==> src/rtl/dot_accum_fifo.sv <==
// Accumulates per-beat partial sums into per-vector results and queues them in a small ready/valid FIFO.
// Optional macro ACC_SAT_EN: saturating accumulation with a per-result out_sat flag (default wraps modulo 2^ACC_W).
module dot_accum_fifo #(
  parameter int IN_W  = 18,
  parameter int ACC_W = 32,
  parameter int LEN_W = 16,
  parameter int DEPTH = 4
) (
  input  logic             clk,
  input  logic             rst,
  input  logic             in_valid,
  input  logic [IN_W-1:0]  in_sum,
  input  logic             in_last,
  output logic             out_valid,
  input  logic             out_ready,
  output logic [ACC_W-1:0] out_acc,
  output logic [LEN_W-1:0] out_len,
  output logic             out_sat,
  output logic             ovf_err,
  output logic             busy
);

  localparam int PTR_W = $clog2(DEPTH);
  localparam logic [PTR_W:0] FULL_CNT = (PTR_W+1)'(DEPTH);

  logic [ACC_W-1:0] r_acc;
  logic [LEN_W-1:0] r_len;
  logic [ACC_W-1:0] r_memAcc [DEPTH];
  logic [LEN_W-1:0] r_memLen [DEPTH];
  logic [PTR_W-1:0] r_wrPtr;
  logic [PTR_W-1:0] r_rdPtr;
  logic [PTR_W:0]   r_count;
  logic             r_ovf;

  logic [ACC_W-1:0] w_sum;
  logic [LEN_W-1:0] w_lenNext;
  logic             w_push;
  logic             w_pop;
  logic             w_full;
  logic             w_wrEn;
  logic             w_nonEmpty;

`ifdef ACC_SAT_EN
  logic             r_sat;
  logic             r_memSat [DEPTH];
  logic [ACC_W:0]   w_sumWide;
  logic             w_satNext;

  // Once a vector has clamped, it stays pinned at the maximum until it completes.
  assign w_sumWide = {1'b0, r_acc} + (ACC_W+1)'(in_sum);
  assign w_satNext = r_sat | w_sumWide[ACC_W];
  assign w_sum     = w_satNext ? '1 : w_sumWide[ACC_W-1:0];
`else
  assign w_sum     = r_acc + ACC_W'(in_sum);
`endif

  assign w_lenNext  = (&r_len) ? r_len : r_len + LEN_W'(1);
  assign w_nonEmpty = (r_count != '0);
  assign w_push     = in_valid & in_last;
  assign w_pop      = w_nonEmpty & out_ready;
  assign w_full     = (r_count == FULL_CNT);
  // A full FIFO still accepts a push when the head leaves in the same cycle.
  assign w_wrEn     = w_push & (~w_full | w_pop);

  always_ff @(posedge clk) begin
    if (rst) begin
      r_acc <= '0;
      r_len <= '0;
`ifdef ACC_SAT_EN
      r_sat <= 1'b0;
`endif
    end else if (in_valid) begin
      if (in_last) begin
        r_acc <= '0;
        r_len <= '0;
`ifdef ACC_SAT_EN
        r_sat <= 1'b0;
`endif
      end else begin
        r_acc <= w_sum;
        r_len <= w_lenNext;
`ifdef ACC_SAT_EN
        r_sat <= w_satNext;
`endif
      end
    end
  end

  always_ff @(posedge clk) begin
    if (w_wrEn) begin
      r_memAcc[r_wrPtr] <= w_sum;
      r_memLen[r_wrPtr] <= w_lenNext;
`ifdef ACC_SAT_EN
      r_memSat[r_wrPtr] <= w_satNext;
`endif
    end
  end

  always_ff @(posedge clk) begin
    if (rst) begin
      r_wrPtr <= '0;
      r_rdPtr <= '0;
      r_count <= '0;
      r_ovf   <= 1'b0;
    end else begin
      if (w_wrEn) begin
        r_wrPtr <= r_wrPtr + PTR_W'(1);
      end
      if (w_pop) begin
        r_rdPtr <= r_rdPtr + PTR_W'(1);
      end
      if (w_wrEn && !w_pop) begin
        r_count <= r_count + (PTR_W+1)'(1);
      end else if (!w_wrEn && w_pop) begin
        r_count <= r_count - (PTR_W+1)'(1);
      end
      if (w_push && w_full && !w_pop) begin
        r_ovf <= 1'b1;
      end
    end
  end

  assign out_valid = w_nonEmpty;
  assign out_acc   = w_nonEmpty ? r_memAcc[r_rdPtr] : '0;
  assign out_len   = w_nonEmpty ? r_memLen[r_rdPtr] : '0;
`ifdef ACC_SAT_EN
  assign out_sat   = w_nonEmpty ? r_memSat[r_rdPtr] : 1'b0;
`else
  assign out_sat   = 1'b0;
`endif
  assign ovf_err   = r_ovf;
  assign busy      = (r_len != '0);

endmodule

==> config.mk <==
export PLATFORM = sky130hd
export DESIGN_NAME = dot_accum_fifo
export DESIGN_NICKNAME = d
export VERILOG_FILES = /design/src/rtl/dot_accum_fifo.sv
export SDC_FILE = /design/constraint.sdc
export NUM_CORES = 1
export LEC_CHECK = 0
export ABC_AREA = 1
export CAP_MARGIN = 40
export CORE_MARGIN = 3
export CORE_UTILIZATION = 31
export DETAILED_ROUTE_END_ITERATION = 8
export HOLD_SLACK_MARGIN = 0.1
export PLACE_DENSITY = 0.61
export SLEW_MARGIN = 40
export SYNTH_ARGS = -nofsm -noshare
export SYNTH_HDL_FRONTEND = slang
export SYNTH_SLANG_ARGS = --single-unit
==> constraint.sdc <==
create_clock -name clk -period 3.81 [get_ports clk]
set_clock_uncertainty 0.15 [all_clocks]
set_input_delay 0.762 -clock clk [delete_from_list [all_inputs] [get_ports clk]]
set_output_delay 0.762 -clock clk [all_outputs]
set_load 0.02 [all_outputs]
==> run summary <==
GRT Overall Usage: 0.1456
DR pass1 iterations: 5
top routing layer used: met4
cell row count: 71
Syn Inst Count: 1317
Yosys cell types: 44
fin crit period: 3.660 ns
dominant cell type by area after synthesis: edfxtp_1
Post-Place Setup Slack: 0.5095 ns
routed vias: 8903
# port buffers: 73
Hold Startpoint: ovf_err
final setup fails: 0
TritonCTS clock tree: done
worst r2r dst: r_count[2]
FMAX: 273.2 MHz
final setup margin: 0.1503 ns
number of slew-limit violations in the final report: 0
Worst setup SP type: flip-flop
WL met3: 1456 um
slew at the pin with the worst max-slew slack: 0.7591 ns
H-tree depth: 1
Comb power frac: 0.316
Internal Power: 5.680 mW
Worst EP arrival: 2.75 ns
area grow syn2layout: 18.80%
WS Path Type: flip-flop to output pin
detailed placement HPWL: 19490 um
WHS Endpoint: ovf_err
DR WL/cell: 15.75 um
hold path cells: 2
RSZ-0062 raised after global routing: false
status: finished clean
vias in the first global route: 8817
clk_lat worst skew: 0.52 ns
diode count: 0
Final Hold Violating Endpoints: 0
Syn. warnings: 0
Final ANT Viol Nets: 0
Switch Pwr: 2.726 mW
die area: 41290 um^2
Power Dens Cells: 586.9 nW/um^2
final RePlAce weighted congestion: 0.8844
setup_tns: 0 ns
WL met1: 13970 um
initial antenna violation count: 0
first-pass GRT wire length: 48230 um
Critical Path End Type: output pin
Total Wirelength: 30110 um
# hold bufs at CTS: 0
Core ar.: 38020 um^2
critical path required time: 2.90 ns
Worst Reg-to-Reg Cells: 13
largest net degree at the start of global routing: 49
Die X-Extent: 203.2 um
worst vdd ir: 0.2722 mV
Clock Sinks: 250
Pleak: 5.468 nW
final non-filler cell total: 1911
CTS Buf Count: 25
share of layout cells above drive strength 1: 0.08571
Clock power frac: 0.311
mapped cell area: 12060 um^2
Hold Path Class: flip-flop to flip-flop
critical path peak fanout: 29
# IOs: 75
syn avg cell area: 9.155 um^2
worst flop-to-flop path startpoint: r_count[0]
Post-route DRC: 0
Seq cells post-synth: 250
clock slew at reported path FFs: 0.06 ns
Final period util: 0.9606
initial core utilization: 0.3171
NumNets Final: 1431
Synth area leaders: edfxtp_1 48%, dfxtp_1 9.6%, nand2_1 7.9%
Post-Place Cells: 1865
Slew headroom: 0.4939
Bufs on Longest Clock Path: 3
Vert. Die Dim: 203.2 um
met2 WL: 14210 um
R2R setup slack: 0.79 ns
Synth top area share: 0.4782
grt total ovfl: 0
sequential-to-total area share from yosys stat: 0.5745
Switching Fraction: 0.3243
Starting DRT DRC Count: 568
root buf cell: clkbuf_16
sequential share of power: 0.373
Syn Nets: 1367
max cap viols: 0
Avg Vias per Cell: 4.659
## how the worst max path moves through the flow
stage	slack, ns	startpoint	endpoint	cells after the start
after floorplan	-0.01	out_ready	r_memAcc[0][0]	4
after global placement	0.53	in_sum[0]	r_memAcc[1][22]	12
after detailed placement	0.51	flip-flop	out_acc[26]	5
after CTS	0.06	flip-flop	out_acc[26]	5
after global routing	0.0007	r_count[0]	out_acc[19]	6
final	0.15	r_count[0]	out_acc[19]	6
## routing by layer
layer	track usage	up-vias
li1	-	4489
met1	0.1972	4222
met2	0.2479	154
met3	0.02298	38
met4	0.03147	0
met5	0	-
## power by group through the flow
stage	clock (mW)	sequential [mW]	combinational, mW
floorplan	0	3.17	1.49
global placement	0	3.19	2.68
detailed placement	0	3.20	2.69
CTS	2.68	3.14	2.71
global route	2.80	3.15	2.90
finish	2.61	3.14	2.65
## area by class of cell
cell class	count	area, um^2
flip-flops and latches	250	6929
fillers	3782	23700
repair buffers	91	935.9
multi-input cells	903	4506
clock buffers	36	738.2
well taps	511	639.4
clock inverters	10	156.4
inverters	110	419.2
## cells in the mapped netlist (all sizes together)
library cell  count
ha               25
clkbuf           36
fa                2
o21a              1
conb              1
a21o              2
nor4              3
buf              18
or2               1
nor3b             3
clkinv            1
nand3b            9
a21oi           114
a211oi            1
a21boi            2
o21ai           101
nor3             17
a22oi             1
and2             15
edfxtp          192
o21bai            2
dfxtp            58
xor2             25
nand2           278
nand3            40
nand2b            1
a31oi             1
nor2            249
nand4             9
inv             109
## sequential cells by signal (all words and copies together), names as in the netlist, named ones only
| register | count |
|---|---|
| ovf_err | 1 |
| r_acc | 32 |
| r_count | 3 |
| r_len | 16 |
| r_memAcc | 128 |
| r_memLen | 64 |
| r_rdPtr | 2 |
| r_wrPtr | 2 |
## what timing repair did
action | CTS | global route
pin swaps | 0 | 0
buffers inserted | 0 | 0
resized for setup | 1 | 1
endpoints found under the setup margin | 1 | 1
## logic make-up (layout without fill, tap and decap cells)
kind of cell	after synthesis	after routing	share of synthesized area
AND/OR/NAND/NOR	625	625	0.2231
flip-flops	250	250	0.5745
AO/OA/AOI/OAI	225	225	0.09880
buffers and inverters	164	247	0.05521
adder cells (fa/ha/maj)	27	27	0.02927
XOR/XNOR	25	25	0.01878
other	1	1	0.0003110
## placed cells by master (no fill, tap or decap), drive strengths merged
master	instances
a21o	2
and2	15
a211oi	1
bufinv	4
buf	19
o21bai	2
nor3	17
a21boi	2
a22oi	1
nand2	278
clkinvlp	1
clkdlybuf4s50	72
xor2	25
edfxtp	192
conb	1
ha	25
clkbuf	36
o21a	1
dfxtp	58
a21oi	114
nand3b	9
nand4	9
o21ai	101
or2	1
nand2b	1
nor2	249
a31oi	1
clkinv	5
nor3b	3
inv	110
nor4	3
nand3	40
fa	2
## stage by stage
stage	power [mW]	hold slack [ns]	cell area (um^2)	util
finish	8.407	0.3012	14320	0.3767
global route	8.853	0.3328	14320	0.3767
floorplan	4.653	0.2991	12060	-
detailed placement	5.891	0.2982	13420	0.3530
CTS	8.527	0.3068	14320	0.3766
global placement	5.872	0.2940	13420	0.3530
## worst max-delay path, cell delays in order (launching register included)
cell	delay, ns
dfxtp_1	0.34
nor2_1	0.20
nand2_1	0.17
inv_2	0.58
buf_12	0.26
a21oi_1	0.09
clkdlybuf4s50_1	0.57
No activity file was read; power rests on OpenSTA's default activity.
==> edit (config.mk and constraints unchanged) <==
Change the parameter `LEN_W` from 16 to 8.
--- a/src/rtl/dot_accum_fifo.sv
+++ b/src/rtl/dot_accum_fifo.sv
@@ -4,5 +4,5 @@
   parameter int IN_W  = 18,
   parameter int ACC_W = 32,
-  parameter int LEN_W = 16,
+  parameter int LEN_W = 8,
   parameter int DEPTH = 4
 ) (
Interface: changed (resized out_len); port bits go from 75 to 67. No check against the original RTL was run, so the function may have changed too.
==> edit against the unedited design <==
Utilization is 0.54 points higher; sequential power is 15% lower; total power is 12% lower; clock power is 7% lower; routed wire length is 19% lower; cell area is 15% lower; sequential cell count is 40 lower; synthesized area is 16% lower; worst setup slack better by 110 ps; die area is 16% lower; largest power group unchanged.
==> edit: results (changes against the unedited design) <==
Power
  – Total Power: 7.36 mW (-12%)
  – Reg power frac: 36.1% (-1.2 points)
  – Leak pwr: 4.69 nW (-14%)
  – Comb. pwr: 2.26 mW (-15%)
  – Switching share of power: 32.7% (+0.30 points)

Status
  – Status: finished clean

Final layout
  – Layout non-clock buf frac: 6.69% (+0.16 points)
  – Repair and plain buffers: 87 (-4.4%)
  – Multi-input logic area: 3760 µm² (-16%)
  – Final #Nets: 1236 (-14%)
  – Multi-In Gates: 766 (-15%)
  – Count of flip-flops and latches: 210 (-16%)
  – Regs by FF count: r_memAcc (128), r_acc (32), r_memLen (32)
  – Fraction of layout cells with a size suffix above 1: 7.72% (-0.85 points)
  – Seq/total area: 47.8% (-0.56 points)
  – Clock network share of area: 7.03% (+0.79 points)
  – # clk buffers: 27 (-25%)
  – Fill count: 3115 (-18%)
  – Register area: 5810 µm² (-16%)
  – Util after Layout: 38.2% (+0.54 points)

Global routing
  – Gr usage total: 14.1% (-0.44 points)
  – Vias in the first global route: 7311 (-17%)
  – Largest net degree at the start of global routing: 50 (+2.0%)
  – First-pass GRT wire length: 38600 µm (-20%)

Place
  – Port-buffer cells: 65 (-11%)
  – Pre-CTS setup slack: 596 ps (+87.0 ps)
  – Placed Instance Area: 11300 µm² (-16%)
  – Dpl hpwl: 16600 µm (-15%)
  – Placed cell count: 1595 (-14%)

Synth
  – Library cells used by synthesis: 38 (-14%)
  – Avg Cell Area, Syn: 9.02 µm² (-1.5%)
  – Synth Area in Compound Gates: 9.55% (-0.33 points)
  – Post-synth EDFFs: 160 (-17%)
  – Syn Nets: 1167 (-15%)
  – Most frequent cells after synthesis: 234 x nand2_1, 207 x nor2_1, 160 x edfxtp_1
  – Synth Area in XOR/XNOR: 2.12% (+0.24 points)
  – Post-Synth Adder-Cell Area: 3.50% (+0.57 points)
  – Synth top area cells: edfxtp_1 48%, dfxtp_1 9.9%, nand2_1 8.7%

Drt
  – Initial DRC count: 552 (-2.8%)
  – Drt wl/cell: 14.9 µm (-5.2%)
  – Vias per cell: 4.60 (-1.4%)
  – WL final: 24500 µm (-19%)

Critical path
  – Critical Path AT: 2640 ps (-110 ps)
  – Delay of the slowest critical-path stage: 680 ps (+100 ps)
  – Max stage delay cell, worst path: clkdlybuf4s50_1

Clock network
  – Clk buf depth: 3 (unchanged)
  – Skew-Pair Late Insertion Delay: 510 ps

STA
  – Slew @ Worst Pin: 642 ps (-117 ps)
edit: cell count changes after synthesis, moves of 5 or more:
cell and delta:
nor2_1 -38, o21ai_0 -33, edfxtp_1 -32, nand2_1 -19, nand2_2 -15, inv_1 -14, o21ai_1 +14, a21oi_2 -11
dfxtp_1 -8, nor3_1 -8, xor2_1 -7, a21oi_1 -6, nand2_4 -5, nand3_1 -5
edit: final timing paths:
| check | startpoint | end | slack, ps |
|---|---|---|---|
| hold / removal | ovf_err | ovf_err | 310 |
| setup / recovery | flip-flop | out_acc[24] | 260 |
| setup reg to reg | r_count[0] | r_count[2] | 1210 |
| hold reg to reg | ovf_err | ovf_err | 310 |
edit: routing by layer:
metal	global-route usage (%)	share of wire, %
met1	19.2	47
met2	23.6	46
met3	1.87	4.5
met4	4.41	2.5
met5	0	0
edit: repair_timing:
item,CTS,global route
buffers inserted,0,0
resized for setup,0,3
hold buffers,0,0
endpoints found under the setup margin,0,5
